--- src/rtl/element_divmod_seq.sv ---
// Sequential element-wise unsigned divide/modulo over a WIDTH x WIDTH matrix of 32-bit words.
// Optional per-element divide-by-zero flag output enabled by `define ELEM_DIVMOD_DZ_FLAG_EN.

`ifndef WIDTH_BIT
`define WIDTH_BIT 1
`endif

module element_divmod_seq #(
    parameter int WIDTH = 2 ** `WIDTH_BIT
) (
    input  logic                                 clk,
    input  logic                                 rst_n,
    input  logic                                 in_valid,
    output logic                                 in_ready,
    input  logic [0:WIDTH-1][0:WIDTH-1][31:0]    a,
    input  logic [0:WIDTH-1][0:WIDTH-1][31:0]    b,
    output logic                                 out_valid,
    input  logic                                 out_ready,
    output logic [0:WIDTH-1][0:WIDTH-1][31:0]    quotient,
    output logic [0:WIDTH-1][0:WIDTH-1][31:0]    remainder
`ifdef ELEM_DIVMOD_DZ_FLAG_EN
    ,
    output logic [0:WIDTH-1][0:WIDTH-1]          dz_flag
`endif
);

    typedef enum logic [1:0] {
        IDLE = 2'd0,
        BUSY = 2'd1,
        DONE = 2'd2
    } state_t;

    typedef logic [0:WIDTH-1][0:WIDTH-1][31:0] mat_t;
    typedef logic [0:WIDTH-1][0:WIDTH-1][32:0] mat33_t;

    state_t state;
    state_t state_nx;
    logic [4:0] cnt;

    mat_t   dvd_q;
    mat_t   dvs_q;
    mat_t   rem_q;
    mat_t   quo_q;
    mat_t   dvd_nx;
    mat_t   rem_nx;
    mat_t   quo_nx;
    mat33_t rem_sh;

    logic last_iter;
    assign last_iter = (state == BUSY) && (cnt == 5'd31);

    // ------------------------------------------------------------------
    // FSM: state register
    // ------------------------------------------------------------------
    // NOTE: sequential state uses non-blocking (<=) so every flop samples pre-edge values.
    always_ff @(posedge clk or negedge rst_n) begin
        if (!rst_n) begin
            state <= IDLE;
        end else begin
            state <= state_nx;
        end
    end

    // ------------------------------------------------------------------
    // FSM: next-state logic
    // ------------------------------------------------------------------
    // NOTE: every always_comb output gets a default first so no latch is inferred.
    always_comb begin
        state_nx = state;
        case (state)
            IDLE:    if (in_valid)  state_nx = BUSY;
            BUSY:    if (last_iter) state_nx = DONE;
            DONE:    if (out_ready) state_nx = IDLE;
            default:                state_nx = IDLE;
        endcase
    end

    // ------------------------------------------------------------------
    // FSM: outputs
    // ------------------------------------------------------------------
    always_comb begin
        in_ready  = 1'b0;
        out_valid = 1'b0;
        case (state)
            IDLE:    in_ready  = 1'b1;
            DONE:    out_valid = 1'b1;
            default: ;
        endcase
    end

    // ------------------------------------------------------------------
    // One restoring-division step for every element in parallel. The
    // 33-bit shifted remainder is compared against the zero-extended
    // divisor; when it subtracts, the true difference is below the divisor
    // and so fits in 32 bits, which lets the subtraction stay 32 bits wide.
    // A zero divisor always subtracts, yielding all-ones and remainder = a.
    // ------------------------------------------------------------------
    always_comb begin
        rem_sh = '0;
        rem_nx = rem_q;
        quo_nx = quo_q;
        dvd_nx = dvd_q;
        for (int i = 0; i < WIDTH; i++) begin
            for (int j = 0; j < WIDTH; j++) begin
                rem_sh[i][j] = {rem_q[i][j], dvd_q[i][j][31]};
                dvd_nx[i][j] = {dvd_q[i][j][30:0], 1'b0};
                if (rem_sh[i][j] >= {1'b0, dvs_q[i][j]}) begin
                    rem_nx[i][j] = rem_sh[i][j][31:0] - dvs_q[i][j];
                    quo_nx[i][j] = {quo_q[i][j][30:0], 1'b1};
                end else begin
                    rem_nx[i][j] = rem_sh[i][j][31:0];
                    quo_nx[i][j] = {quo_q[i][j][30:0], 1'b0};
                end
            end
        end
    end

    // ------------------------------------------------------------------
    // Datapath registers
    // ------------------------------------------------------------------
    // NOTE: the operand and result registers are reset as well, so the
    // outputs read zero from reset and no stale partial result survives it.
    always_ff @(posedge clk or negedge rst_n) begin
        if (!rst_n) begin
            cnt   <= 5'd0;
            dvd_q <= '0;
            dvs_q <= '0;
            rem_q <= '0;
            quo_q <= '0;
        end else begin
            case (state)
                IDLE: begin
                    if (in_valid) begin
                        dvd_q <= a;
                        dvs_q <= b;
                        rem_q <= '0;
                        quo_q <= '0;
                        cnt   <= 5'd0;
                    end
                end
                BUSY: begin
                    dvd_q <= dvd_nx;
                    rem_q <= rem_nx;
                    quo_q <= quo_nx;
                    if (!last_iter) begin
                        cnt <= cnt + 5'd1;
                    end
                end
                default: ;
            endcase
        end
    end

`ifdef ELEM_DIVMOD_DZ_FLAG_EN
    logic [0:WIDTH-1][0:WIDTH-1] dz_cap;

    always_comb begin
        dz_cap = '0;
        for (int i = 0; i < WIDTH; i++) begin
            for (int j = 0; j < WIDTH; j++) begin
                dz_cap[i][j] = (b[i][j] == 32'd0);
            end
        end
    end

    always_ff @(posedge clk or negedge rst_n) begin
        if (!rst_n) begin
            dz_flag <= '0;
        end else if (state == IDLE && in_valid) begin
            dz_flag <= dz_cap;
        end
    end
`endif

    // Results are read straight from the working registers; they only carry
    // meaning while out_valid is high and are held untouched in DONE/IDLE.
    assign quotient  = quo_q;
    assign remainder = rem_q;

endmodule

--- config.mk ---
export PLATFORM = sky130hd
export DESIGN_NAME = element_divmod_seq
export DESIGN_NICKNAME = d
export VERILOG_FILES = /design/src/rtl/element_divmod_seq.sv
export SDC_FILE = /design/constraint.sdc
export NUM_CORES = 1
export LEC_CHECK = 0
export CORE_ASPECT_RATIO = 0.75
export CORE_MARGIN = 2
export CORE_UTILIZATION = 48
export DETAILED_ROUTE_END_ITERATION = 8
export PLACE_DENSITY_LB_ADDON = 0.05
export SETUP_SLACK_MARGIN = 0.1
export SLEW_MARGIN = 20
export SYNTH_ARGS = -nofsm -noshare
export SYNTH_HDL_FRONTEND = slang
export SYNTH_SLANG_ARGS = --single-unit
--- constraint.sdc ---
create_clock -name clk -period 3.06 [get_ports clk]
set_input_delay 0.918 -clock clk [delete_from_list [all_inputs] [get_ports clk]]
set_output_delay 0.918 -clock clk [all_outputs]
set_load 0.005 [all_outputs]
==> run_results.csv <==
group,metric,value,unit
run_status,run_status,"complete, no violations",
synth,synthCells,3305,
die,io_pins,518,
synth,synth-async-reset-ratio,1.00,
route,drc,0,
worst_setup_path,critical-path-max-stage-delay,0.45,ns
power_and_ir_drop,p_sw,24.8,mW
sta,slew_violations,0,
synth,netlist_area,28000,µm²
power_and_ir_drop,p_per_area,1480,nW/µm²
grt,grt_util_all_layers,0.284,
route,wl_per_cell,18.9,µm
worst_setup_path,rr_worst_depth,15,
synth,ys_warn_count,0,
synth,postSynthAreaPerCell,8.48,µm²
route,drtIter0Drc,2066,
cts,cts-root-buf,"clkbuf_16",
synth,synth_seq_cells,519,
layout,final_util,0.665,
worst_setup_path,path_cells,"inv_2 > ha_4 > buf_6 > nor2b_4 > o31a_1 > or3_4 > a21oi_4 > o41ai_4 > a31oi_4 > o211ai_2 > a41oi_4 > buf_6 > buf_12 > mux2i_2 > o21ai_1",
route,dr.pass1.iters,5,
worst_setup_path,critical_path_class,"flip-flop to flip-flop",
grt,grt_pass1_wl,137,mm
power_and_ir_drop,pwr-share-seq,0.226,
die,dieArea,60400,µm²
layout,syn_to_final_growth,36.4,%
sta,whs,0.282,ns
place,place_hpwl,64.0,mm
sta,setup_tns,0,ns
worst_setup_path,timing.rr.start,"dvd_q[127]",
worst_setup_path,path_max_fanout,5,
synth,synth_area_leaders,"dfrtp_1, nand2_1, o21ai_0",
sta,hold_violations,0,
cts,cts-hold-fix-buffers,0,
power_and_ir_drop,max-vdd-ir-drop,0.726,mV
synth,synth.most_common_cell,"nand2_1",
worst_setup_path,worstSetupStartpointType,"flip-flop",
place,placed_cell_area,35200,µm²
sta,fmax,335,MHz
worst_hold_path,min_path_type,"input port to async pin",
power_and_ir_drop,p_leak,16.8,nW
worst_setup_path,cp.required,3.53,ns
cts,cts_tree,"yes",
cts,clockBufferDepth,3,
place,gp_congestion,0.901,
sta,worstMarginPinSlew,0.671,ns
synth,post-synth-top-area-cell,"dfrtp_1",
cts,clkSinkCount,519,
worst_setup_path,worstPathArrival,3.46,ns
cts,cts_made_buffers,53,
worst_setup_path,timing.rr.end,"remainder[102]",
sta,period_share,0.975,
die,fp.dieH,213,µm
worst_setup_path,end_kind,"flip-flop",
worst_setup_path,rrSetupSlack,0.08,ns
synth,yosysSeqAreaShare,0.463,
route,vias,26035,
route,final_antenna_net_count,0,
route,drt-total-wl,89.9,mm
sta,slew_headroom,0.552,
cts,htreeDepth,2,
sta,finalWorstPathRequiredPeriod,2.98,ns
layout,drive_above_1_share,0.116,
layout,nFillCells,4679,
die,row_count,76,
power_and_ir_drop,p_sw_frac,0.439,
synth,synth_flop_cell,"dfrtp_1",
sta,setup_viol,0,
grt,grt_antenna_before_repair,16,
layout,stdcell_area,38200,µm²
synth,yosys.cell_types.count,75,
power_and_ir_drop,pwr-share-comb,0.656,
grt,globalRouteOverflowTotal,0,
worst_setup_path,cp_slowest_cell,"dfrtp_2",
worst_setup_path,critPathMostFrequentCell,"buf_6",
route,viasPerCell,5.49,
grt,grt_pass1_vias,25047,
cts,path_clk_slew,0.06,ns
cts,clk_latency,0.62,ns
power_and_ir_drop,pwr-share-clk,0.119,
power_and_ir_drop,power,56.4,mW
sta,rsz0062_at_grt,"true",
die,start_util,0.487,
synth,synthesis.nets,3699,
flow_run,max-cap-violations,0,
die,die-width,283,µm
layout,nets,4304,
sta,fin_skew,0.0235,ns
grt,grt_max_degree,139,
synth,ys_top_cells_by_count,"nand2_1, dfrtp_1, o21ai_0",
power_and_ir_drop,p_int,31.6,mW
place,place.port_buffers,517,
die,fp.coreArea,57500,µm²
synth,synth-edff-count,0,
synth,synth_top_area_share,0.463,
flip-flops by register name (all words and copies together) (netlist names):
signal	cells
dvd_q	4
state	2
remainder	128
cnt	5
dvs_q	128
quotient	128
dvd_nx	124
cell usage in the layout (no fill, tap or decap), types with 11 or more instances in the layout:
cell / Yosys / routed
nor2b_1: 17 / 11
nand2b_1: 15 / 11
xnor2_1: 71 / 71
nor2_1: 227 / 219
mux2i_1: 51 / 46
dfrtp_1: 519 / 518
inv_1: 160 / 152
clkbuf_16: 0 / 59
o211ai_1: 15 / 15
buf_6: 4 / 15
o21ai_1: 90 / 92
nand4_1: 25 / 25
o21ai_0: 333 / 325
a21oi_1: 139 / 127
buf_4: 3 / 179
xor2_1: 44 / 44
clkbuf_8: 0 / 14
ha_1: 130 / 111
clkbuf_1: 169 / 12
ha_4: 0 / 12
nand3_1: 59 / 56
a21o_1: 58 / 58
o21a_1: 12 / 12
nand2_1: 812 / 809
o21bai_1: 19 / 18
buf_12: 0 / 28
a21oi_2: 1 / 11
clkinv_2: 0 / 12
a31oi_1: 136 / 135
nor3_1: 24 / 20
diode_2: 0 / 13
a32oi_1: 21 / 19
clkdlybuf4s50_1: 0 / 516
power groups by stage:
stage,logic (mW),registers [mW],clock network [mW]
6_report,37.0,12.7,6.70
5_1_grt,40.6,13.1,7.07
4_1_cts,34.0,12.7,6.81
3_5_place_dp,33.2,12.7,0
3_3_place_gp,32.6,12.6,0
2_1_floorplan,21.2,12.4,0
timing repair:
action                                  in CTS  in global routing
gates cloned                                 1                  6
endpoints found under the setup margin     100                132
resized for setup                           26                142
setup buffers                                9                 21
pin swaps                                    8                 52
hold endpoints to repair                     0                  0
cells by family (layout without fill, tap and decap cells):
kind of cell,count (synthesis),after routing,share of synthesized area
XOR/XNOR,115,115,0.0359
AO/OA/AOI/OAI,908,908,0.193
other,0,13,0
AND/OR/NAND/NOR,1219,1219,0.177
flip-flops,519,519,0.463
buffers and inverters,358,1005,0.0509
adder cells (fa/ha/maj),134,134,0.0609
multiplexers,52,52,0.0186
per-layer routing:
metal / vias up / share of wire / track usage
li1: 12507 / - / -
met3: 184 / 0.065 / 0.0584
met5: - / 0.00076 / 0
met1: 12565 / 0.44 / 0.387
met4: 10 / 0.035 / 0.109
met2: 769 / 0.46 / 0.447
worst max path at each step:
stage / start / endpoint
2_1_floorplan: remainder[13] / remainder[13]
3_3_place_gp: remainder[19] / remainder[14]
3_5_place_dp: remainder[9] / remainder[24]
4_1_cts: remainder[96] / remainder[102]
5_1_grt: dvd_q[127] / remainder[102]
6_report: dvd_q[127] / remainder[102]
cell type report:
class	instances	area, µm²	area share
diodes	13	32.5	0.000851
clock buffers	79	1560	0.0409
inverters	160	601	0.0157
multi-input cells	2428	14400	0.377
clock inverters	18	199	0.00520
well taps	780	976	0.0255
flip-flops and latches	519	13000	0.340
repair buffers	748	7470	0.195
worst max-delay path: cells and delay by family (launching register included):
family                   cells  cell delay, ns
AND/OR/NAND/NOR              2            0.38
AO/OA/AOI/OAI                7            1.16
multiplexers                 1            0.20
buffers and inverters        4            0.50
flip-flops                   1            0.45
adder cells (fa/ha/maj)      1            0.14
through the flow:
stage | std cells | worst slack [ns]
CTS | 4705 | 0.0309
global route | 4741 | -0.0277
global placement | 4598 | -0.0424
finish | 4745 | 0.0765
detailed placement | 4598 | -0.0509
floorplan | 3305 | 0.126
(Power assumes the default switching activity.)
